## src/rtl/regseq_pkg.sv

```systemverilog
// rtl/regseq_pkg.sv - opcodes and FSM state encoding for the register-file op sequencer
package regseq_pkg;

  localparam logic [2:0] OP_ADD = 3'b000;
  localparam logic [2:0] OP_SUB = 3'b001;
  localparam logic [2:0] OP_AND = 3'b010;
  localparam logic [2:0] OP_OR  = 3'b011;
  localparam logic [2:0] OP_XOR = 3'b100;
  localparam logic [2:0] OP_MOV = 3'b101;
  localparam logic [2:0] OP_LDI = 3'b110;
  localparam logic [2:0] OP_NOP = 3'b111;

  typedef enum logic [1:0] {
    S_IDLE  = 2'd0,
    S_READ  = 2'd1,
    S_EXEC  = 2'd2,
    S_WRITE = 2'd3
  } state_t;

  // NOP is the only opcode that reports a result without touching the register file.
  function automatic logic op_writes(input logic [2:0] op);
    return op != OP_NOP;
  endfunction

endpackage

```

## src/rtl/regseq_alu.sv

```systemverilog
// rtl/regseq_alu.sv - combinational ALU for the op sequencer
// REGSEQ_SAT_EN: ADD saturates to all-ones on carry, SUB saturates to zero on borrow.
import regseq_pkg::*;

module regseq_alu #(
  parameter int DATA_W = 8
) (
  input  logic [2:0]        op,
  input  logic [DATA_W-1:0] a,
  input  logic [DATA_W-1:0] b,
  input  logic [DATA_W-1:0] imm,
  output logic [DATA_W-1:0] result,
  output logic              carry
);

  logic [DATA_W:0] sum;
  logic [DATA_W:0] diff;

  // One extra bit so the top bit is carry for ADD and borrow for SUB.
  assign sum  = {1'b0, a} + {1'b0, b};
  assign diff = {1'b0, a} - {1'b0, b};

  always_comb begin
    result = '0;
    carry  = 1'b0;
    case (op)
      OP_ADD: begin
        carry = sum[DATA_W];
`ifdef REGSEQ_SAT_EN
        result = sum[DATA_W] ? {DATA_W{1'b1}} : sum[DATA_W-1:0];
`else
        result = sum[DATA_W-1:0];
`endif
      end
      OP_SUB: begin
        carry = diff[DATA_W];
`ifdef REGSEQ_SAT_EN
        result = diff[DATA_W] ? '0 : diff[DATA_W-1:0];
`else
        result = diff[DATA_W-1:0];
`endif
      end
      OP_AND:  result = a & b;
      OP_OR:   result = a | b;
      OP_XOR:  result = a ^ b;
      OP_MOV:  result = a;
      OP_LDI:  result = imm;
      default: result = '0;
    endcase
  end

endmodule

```

## src/rtl/regfile_op_sequencer.sv

```systemverilog
// rtl/regfile_op_sequencer.sv - one-command-at-a-time ALU initiator for a 2R/1W register file
// REGSEQ_SAT_EN selects saturating ADD/SUB inside regseq_alu.
import regseq_pkg::*;

module regfile_op_sequencer #(
  parameter int DATA_W = 8,
  parameter int ADDR_W = 3
) (
  input  logic              clk,
  input  logic              rst_n,
  input  logic              cmd_valid,
  output logic              cmd_ready,
  input  logic [2:0]        cmd_op,
  input  logic [ADDR_W-1:0] cmd_rd,
  input  logic [ADDR_W-1:0] cmd_rs0,
  input  logic [ADDR_W-1:0] cmd_rs1,
  input  logic [DATA_W-1:0] cmd_imm,
  output logic [ADDR_W-1:0] rf_read_addr0,
  output logic [ADDR_W-1:0] rf_read_addr1,
  input  logic [DATA_W-1:0] rf_read_data0,
  input  logic [DATA_W-1:0] rf_read_data1,
  output logic [ADDR_W-1:0] rf_write_addr,
  output logic [DATA_W-1:0] rf_write_data,
  output logic              rf_write_enable,
  output logic              rsp_valid,
  output logic [DATA_W-1:0] rsp_data,
  output logic              rsp_carry
);

  state_t state;
  state_t next_state;

  logic [2:0]        op_q;
  logic [ADDR_W-1:0] rd_q;
  logic [ADDR_W-1:0] rs0_q;
  logic [ADDR_W-1:0] rs1_q;
  logic [DATA_W-1:0] imm_q;
  logic [DATA_W-1:0] a_q;
  logic [DATA_W-1:0] b_q;
  logic [DATA_W-1:0] result_q;
  logic              carry_q;

  logic [DATA_W-1:0] alu_result;
  logic              alu_carry;
  logic              accept;

  assign accept = cmd_valid && cmd_ready;

  always_ff @(posedge clk or negedge rst_n) begin
    if (!rst_n) begin
      state <= S_IDLE;
    end else begin
      state <= next_state;
    end
  end

  // No stall points once a command is accepted: fixed 4-cycle round trip.
  always_comb begin
    next_state      = state;
    cmd_ready       = 1'b0;
    rf_read_addr0   = '0;
    rf_read_addr1   = '0;
    rf_write_addr   = '0;
    rf_write_data   = '0;
    rf_write_enable = 1'b0;
    rsp_valid       = 1'b0;
    case (state)
      S_IDLE: begin
        cmd_ready = 1'b1;
        if (cmd_valid) begin
          next_state = S_READ;
        end
      end
      S_READ: begin
        rf_read_addr0 = rs0_q;
        rf_read_addr1 = rs1_q;
        next_state    = S_EXEC;
      end
      S_EXEC: begin
        rf_read_addr0 = rs0_q;
        rf_read_addr1 = rs1_q;
        next_state    = S_WRITE;
      end
      S_WRITE: begin
        rf_read_addr0   = rs0_q;
        rf_read_addr1   = rs1_q;
        rf_write_addr   = rd_q;
        rf_write_data   = result_q;
        rf_write_enable = op_writes(op_q);
        rsp_valid       = 1'b1;
        next_state      = S_IDLE;
      end
      default: next_state = S_IDLE;
    endcase
  end

  always_ff @(posedge clk or negedge rst_n) begin
    if (!rst_n) begin
      op_q  <= OP_ADD;
      rd_q  <= '0;
      rs0_q <= '0;
      rs1_q <= '0;
      imm_q <= '0;
    end else if (accept) begin
      op_q  <= cmd_op;
      rd_q  <= cmd_rd;
      rs0_q <= cmd_rs0;
      rs1_q <= cmd_rs1;
      imm_q <= cmd_imm;
    end
  end

  // Operands are captured before WRITE, so rd may alias rs0/rs1 and still see the old value.
  always_ff @(posedge clk or negedge rst_n) begin
    if (!rst_n) begin
      a_q <= '0;
      b_q <= '0;
    end else if (state == S_READ) begin
      a_q <= rf_read_data0;
      b_q <= rf_read_data1;
    end
  end

  // result_q doubles as rsp_data: it changes only on the EXEC->WRITE edge, when rsp_valid rises.
  always_ff @(posedge clk or negedge rst_n) begin
    if (!rst_n) begin
      result_q <= '0;
      carry_q  <= 1'b0;
    end else if (state == S_EXEC) begin
      result_q <= alu_result;
      carry_q  <= alu_carry;
    end
  end

  assign rsp_data  = result_q;
  assign rsp_carry = carry_q;

  regseq_alu #(
    .DATA_W (DATA_W)
  ) u_alu (
    .op     (op_q),
    .a      (a_q),
    .b      (b_q),
    .imm    (imm_q),
    .result (alu_result),
    .carry  (alu_carry)
  );

endmodule

```

## config.mk

```make
export PLATFORM = sky130hd
export DESIGN_NAME = regfile_op_sequencer
export DESIGN_NICKNAME = d
export VERILOG_FILES = /design/src/rtl/regseq_pkg.sv /design/src/rtl/regseq_alu.sv /design/src/rtl/regfile_op_sequencer.sv
export SDC_FILE = /design/constraint.sdc
export NUM_CORES = 1
export LEC_CHECK = 0
export CORE_MARGIN = 2
export CORE_UTILIZATION = 58
export CTS_CLUSTER_DIAMETER = 30
export DETAILED_ROUTE_END_ITERATION = 10
export DONT_BUFFER_PORTS = 1
export PLACE_DENSITY = 0.76
export REMOVE_ABC_BUFFERS = 1
export SETUP_SLACK_MARGIN = 0.05
export SYNTH_ARGS = -nofsm -noshare
export SYNTH_HDL_FRONTEND = slang
export SYNTH_HIERARCHICAL = 1
export SYNTH_SLANG_ARGS = --single-unit
```

## constraint.sdc

```tcl
create_clock -name clk -period 2.77 [get_ports clk]
set_clock_uncertainty 0.15 [all_clocks]
set_input_delay 0.6925 -clock clk [delete_from_list [all_inputs] [get_ports clk]]
set_output_delay 0.6925 -clock clk [all_outputs]
set_load 0.03 [all_outputs]
```

# Yosys cells after proc, flatten, opt, wreduce, memory -nomap -nowiden
# Index checks and enable logic that the tools add are counted.
[word_totals]
reg_bits = 47
in_bits = 39
output_inout_bits = 29
[op_classes]
n_addsub = 2
eq_ne = 11
muxes = 11
n_bitwise = 3
reduce_logical = 4
[ops]
columns = ["operator", "count"]
rows = [
  ["8-bit one-hot mux with 7 select lines", 1],
  ["8-bit by 8-bit adder with 9-bit output", 1],
  ["3-bit equality test (second input constant)", 3],
  ["3-bit 2-to-1 mux", 3],
  ["8-bit by 8-bit subtractor with 9-bit output", 1],
  ["8-bit bitwise AND", 1],
  ["8-bit 2-to-1 mux", 1],
  ["8-bit bitwise OR", 1],
  ["2-bit one-hot mux with 4 select lines", 1],
  ["8-bit XOR", 1],
  ["3-bit by 2-bit equality test with 1-bit output (second input constant)", 2],
  ["2-bit equality test (second input constant)", 2],
  ["3-bit by 1-bit equality test with 1-bit output (second input constant)", 1],
  ["3-bit zero test", 1],
  ["1-bit 2-to-1 mux", 3],
  ["3-bit inequality test (second input constant)", 1],
  ["3-bit OR reduction", 1],
  ["2-bit by 1-bit equality test with 1-bit output (second input constant)", 1],
  ["2-bit zero test", 1],
  ["2-bit 2-to-1 mux", 1],
  ["2-bit inequality test (second input constant)", 1],
  ["1-bit one-hot mux with 2 select lines", 1],
  ["1-bit logical AND", 1],
]

# Depth between registers and ports, before layout
# Gate-level depths: netlist of run 1.
[logic_depth]
depth_word = 3
ltp_mapped = 9

# Modules after synthesis
# Netlist of run 1, hierarchy kept.
[by_module_without_submodules]
columns = ["module", "instances", "cells_per_inst", "area_per_inst_um2"]
rows = [
  ["regfile_op_sequencer", 1, 130, 2010.7],
  ["regseq_alu", 1, 181, 1278.7],
]

# Worst setup path before layout of run 1
# No wires, ideal clock.
[synth_timing]
path_kind = "reg-to-reg"
startpoint = "register a_q[0]"
endpoint = "register result_q[4], in the netlist rsp_data[4]"
setup_time_ns = 0.125
t_arrival_ns = 2.291
t_required_ns = 2.495
slack_ns = 0.205
path_stages_with_launch = 10
period_less_slack_ns = 2.565
path_cell_list = "dfrtp_1 inv_1 ha_1 fa_1 o21bai_4 a21oi_2 xnor2_1 mux4_2 o31a_1 mux2_2"
[synth_between]
elab_chain_len = 2
word_cells_on_any_way = 3
cone_classes = "2 x add/sub; 1 x mux"
[synth_rtl]
columns = ["item", "line_no", "source"]
rows = [
  ["from (decl)", "regfile_op_sequencer.sv:38", "logic [DATA_W-1:0] a_q;"],
  ["from (signal assigned)", "regfile_op_sequencer.sv:119", "a_q <= rf_read_data0;"],
  ["8-bit by 8-bit subtractor with 9-bit output / 8-bit by 8-bit adder with 9-bit output (equally long branches)", "regseq_alu.sv:21, regseq_alu.sv:20", ""],
  ["8-bit one-hot mux with 7 select lines (*)", "regseq_alu.sv:26", "case (op)"],
  ["net alu_result[4]", "regfile_op_sequencer.sv:43", "logic [DATA_W-1:0] alu_result;"],
  ["to (signal assigned)", "regfile_op_sequencer.sv:130", "result_q <= alu_result;"],
  ["to (decl)", "regfile_op_sequencer.sv:40", "logic [DATA_W-1:0] result_q;"],
]
# The timed path passes the listed nets; every way through them passes the cells marked *.
# A chain may end at the register's enable or synchronous reset.

# Final worst setup path of run 1
# Same ends and word-level chain as after synthesis.

==> results of run 1 <==
## synth_stat cells, types with 7 or more instances
| cell | count | share of area |
|---|---|---|
| sky130_fd_sc_hd__nand2_1 | 13 | 0.015 |
| sky130_fd_sc_hd__ha_1 | 31 | 0.12 |
| sky130_fd_sc_hd__mux2_2 | 37 | 0.13 |
| sky130_fd_sc_hd__a21oi_1 | 13 | 0.020 |
| sky130_fd_sc_hd__buf_2 | 7 | 0.011 |
| sky130_fd_sc_hd__mux2_4 | 10 | 0.046 |
| sky130_fd_sc_hd__o21ai_0 | 12 | 0.018 |
| sky130_fd_sc_hd__inv_1 | 26 | 0.030 |
| sky130_fd_sc_hd__and2_1 | 11 | 0.021 |
| sky130_fd_sc_hd__dfrtp_1 | 47 | 0.36 |
| sky130_fd_sc_hd__nor2b_1 | 10 | 0.019 |
| sky130_fd_sc_hd__nor2_1 | 16 | 0.018 |
## per-layer routing
metal,track usage,share of wire
met1,0.336,0.44
met2,0.381,0.48
met3,0.0489,0.082
met4,0.0638,0.0054
met5,0,0
## layout make-up
class | count | area [um^2]
inverter | 27 | 101
tap | 72 | 90.1
clock buffer | 6 | 82.6
fill | 452 | 2010
timing repair buffer | 12 | 110
multi-input combinational | 220 | 1920
clock inverter | 2 | 16.3
sequential | 47 | 1180
## registers in the layout (all words and copies together) (netlist names)
signal,flops
imm_q,8
a_q,8
b_q,8
rs0_q,3
state,2
op_q,3
rsp_carry,1
rs1_q,3
rsp_data,8
rd_q,3
## cells by family (layout without fill, tap and decap cells)
logic type	Yosys count	count (layout)	share of synthesized area
simple gates	65	65	0.101
mux	53	53	0.194
flops	47	47	0.358
fa+ha+maj	33	33	0.130
buf+inv	44	47	0.0643
compound gates	65	65	0.142
xor+xnor	4	4	0.0107
## worst min-delay path by stage
| stage | to | slack [ns] | cells past startpoint |
|---|---|---|---|
| after global routing | rsp_data[6]$_DFFE_PN0N_ | 0.08 | 1 |
| after detailed placement | a_q[7]$_DFFE_PN0N_ | 0.25 | 0 |
| final | rsp_data[6]$_DFFE_PN0N_ | 0.07 | 1 |
| after global placement | a_q[7]$_DFFE_PN0N_ | 0.25 | 0 |
| after floorplan | a_q[0]$_DFFE_PN0N_ | 0.25 | 0 |
| after CTS | rsp_data[6]$_DFFE_PN0N_ | 0.08 | 1 |
## worst register-to-register path: stages (launching register included)
cell and delay [ns]:
sky130_fd_sc_hd__dfrtp_1 0.39, sky130_fd_sc_hd__inv_1 0.08, sky130_fd_sc_hd__ha_1 0.23, sky130_fd_sc_hd__fa_2 0.39, sky130_fd_sc_hd__o21bai_4 0.15, sky130_fd_sc_hd__a21oi_2 0.08, sky130_fd_sc_hd__xnor2_1 0.12, sky130_fd_sc_hd__mux4_2 0.44
sky130_fd_sc_hd__o31a_1 0.25, sky130_fd_sc_hd__mux2_2 0.26
## repair_timing
item,CTS,global route
hold buffers,1,0
gates resized for setup,0,4
setup endpoints to repair,0,3
endpoints found under the hold margin,47,0
## per-stage QoR
stage                     hold slack, ns  worst slack [ns]  cell area, um^2
after CTS                         0.0762            0.0584             3480
after detailed placement           0.248            0.0847             3350
after global routing              0.0814            0.0338             3490
after floorplan                    0.247             0.204             3180
final                             0.0687             0.128             3490
after global placement             0.248             0.132             3350
==> flow_results.org, run 1 <==
** Place
- RD Place Congestion :: 0.963
- Once placement completed, the tool counted placed cells totaling 377.
- Summed over all nets, the half-perimeter wirelength after detailed placement is 5220 um.
- Input and output buffers added on the ports amount to 0.

** Hold path
- Worst Hold Class :: in -> async

** Critical path
- Reg2reg setup slack :: 0.13 ns
- At the worst endpoint, the arrival time is 2.69 ns.
- Of all nets on the critical path, the largest fanout is 4.
- Critical path type :: reg -> reg
- The most critical setup path has its endpoint at rsp_data[4]$_DFFE_PN0N_.
- The kind of cell with the highest combined delay along the critical path is multiplexers.
- Walking the worst path, the cells encountered are inv_1 -> ha_1 -> fa_2 -> o21bai_4 -> a21oi_2 -> xnor2_1 -> mux4_2 -> o31a_1 -> mux2_2.
- The startpoint identified for the worst register-to-register timing path is a_q[0]$_DFFE_PN0N_.
- Launching element of the worst setup path :: a_q[0]$_DFFE_PN0N_
- On the critical path, the stage with the largest delay is an instance of sky130_fd_sc_hd__mux4_2.
- The worst register-to-register path has a depth of 9.
- The worst register-to-register path ends at rsp_data[4]$_DFFE_PN0N_.
- Number of buffers and inverters on the critical path :: 1
- For this run, the slowest stage of the critical path takes 0.44 ns.
- Worst Setup End Kind :: flip-flop
- The critical path crosses 9 cells after its start point.
- Endpoint required time on the critical path :: 2.82 ns
- The worst setup path is launched from a flip-flop.

** STA
- Fmax achieved :: 378 MHz
- Number of pins exceeding their max-slew limit in the final report :: 0
- Setup repair after global routing missed its margin :: yes
- The routed design could run at a clock period as short as 2.64 ns.
- Post-route setup TNS :: 0 ns
- The number of hold violations in the final report is 0.
- Final setup viols :: 0
- Final period util :: 0.954
- Tightest slew margin relative to the limit :: 0.615
- Tightest Pin Transition :: 0.577 ns

** Die
- Placeable core area :: 5510 um^2
- Horizontal die dimension :: 79.3 um
- Number of primary I/O pins :: 68
- Initial core utilization :: 0.597
- Die outline height :: 79.3 um
- Row count :: 27
- Die footprint :: 6290 um^2

** GRT
- Entering global routing, the biggest net connects 48 pins.
- The number of antenna violations at the first check in global routing came to 0.
- Across every metal layer, demand over resource in global routing totals 0.240.
- The via count of the first global-routing pass came to 2,294.
- Wire length of the first global-routing pass :: 11,500 um
- Overflow left after global routing :: 0

** Clock tree
- Total CTS buffers :: 5
- At the later pin of the worst-skew pair, clock insertion delay measures 0.30 ns.
- Clk pin slew, worst setup/hold paths :: 0.09 ns
- CTS tree :: done
- After clock tree synthesis, the setup repair step added 0 buffers.
- Number of clock sinks seen by CTS :: 47
- Root buffer cell :: sky130_fd_sc_hd__clkbuf_8
- H-tree lvl count :: 2
- CTS Buffer Depth :: 2

** Synth
- The synthesized design contains 0 enable-type register cells.
- A synthesized cell averages 10.6 um^2.
- Sequential element share of the synthesized area :: 0.358
- Yosys printed 6 warnings.
- After synthesis, the share of flip-flops with an asynchronous set or reset is 1.00.
- Top flip-flop cell by instance count after synthesis :: sky130_fd_sc_hd__dfrtp_1
- The cell count after synthesis came out at 311.
- Synthesis instantiated 53 different standard cells from the library.
- The cell area that synthesis handed to floorplanning was 3290 um^2.
- Number of flip-flops and latches in the synthesized netlist :: 47

** Routing
- For this run, design rule violations remaining after detail routing come to 0.
- Using the TritonRoute via totals, the vias-per-cell ratio works out to 6.07.
- Dividing the detail-routed wire length by the instance count gives 18.3 um.
- DRT iter0 DRCs :: 275
- Once detail routing completed, the nets flagged for antenna violations numbered 0.
- Detailed-route wire length :: 7050 um
- First-pass iteration count of the detailed router :: 4
- Routed via count :: 2,343

** Final layout
- Leaving out fill and tap cells, the most frequent cells in the layout are sky130_fd_sc_hd__dfrtp_1 (47), sky130_fd_sc_hd__mux2_2 (37), sky130_fd_sc_hd__ha_1 (30).
- Post-layout nets :: 385
- The repair_antennas step left the layout with diodes totalling 0.
- Excluding fillers, the count of instances in the completed layout stands at 386.
- Final core utilization :: 0.634
- Share of final-layout standard cells stronger than drive strength 1 :: 0.258
- The library cell used most frequently in the layout, excluding fill and tap cells, is sky130_fd_sc_hd__dfrtp_1.
- From synthesis to final layout, the design area changed by 6.20%.

** Status
- Outcome :: finished, final reports clean

** Flow run
- Maxcap violations :: 0
Power of run 1 is not shown: default switching activity piles up to over one toggle a cycle in this logic, so the estimate is an artifact.
==> inputs of run 2 (changes only) <==
--- a/config.mk
+++ b/config.mk
@@ -5,6 +5,7 @@
 export SDC_FILE = /design/constraint.sdc
 export NUM_CORES = 1
 export LEC_CHECK = 0
+export CAP_MARGIN = 15
 export CORE_MARGIN = 2
 export CORE_UTILIZATION = 58
 export CTS_CLUSTER_DIAMETER = 30
==> results of run 2 <==
No change in the layout: final DEF, timing and power equal those of run 1.
Power of run 2 is left out for the same reason.
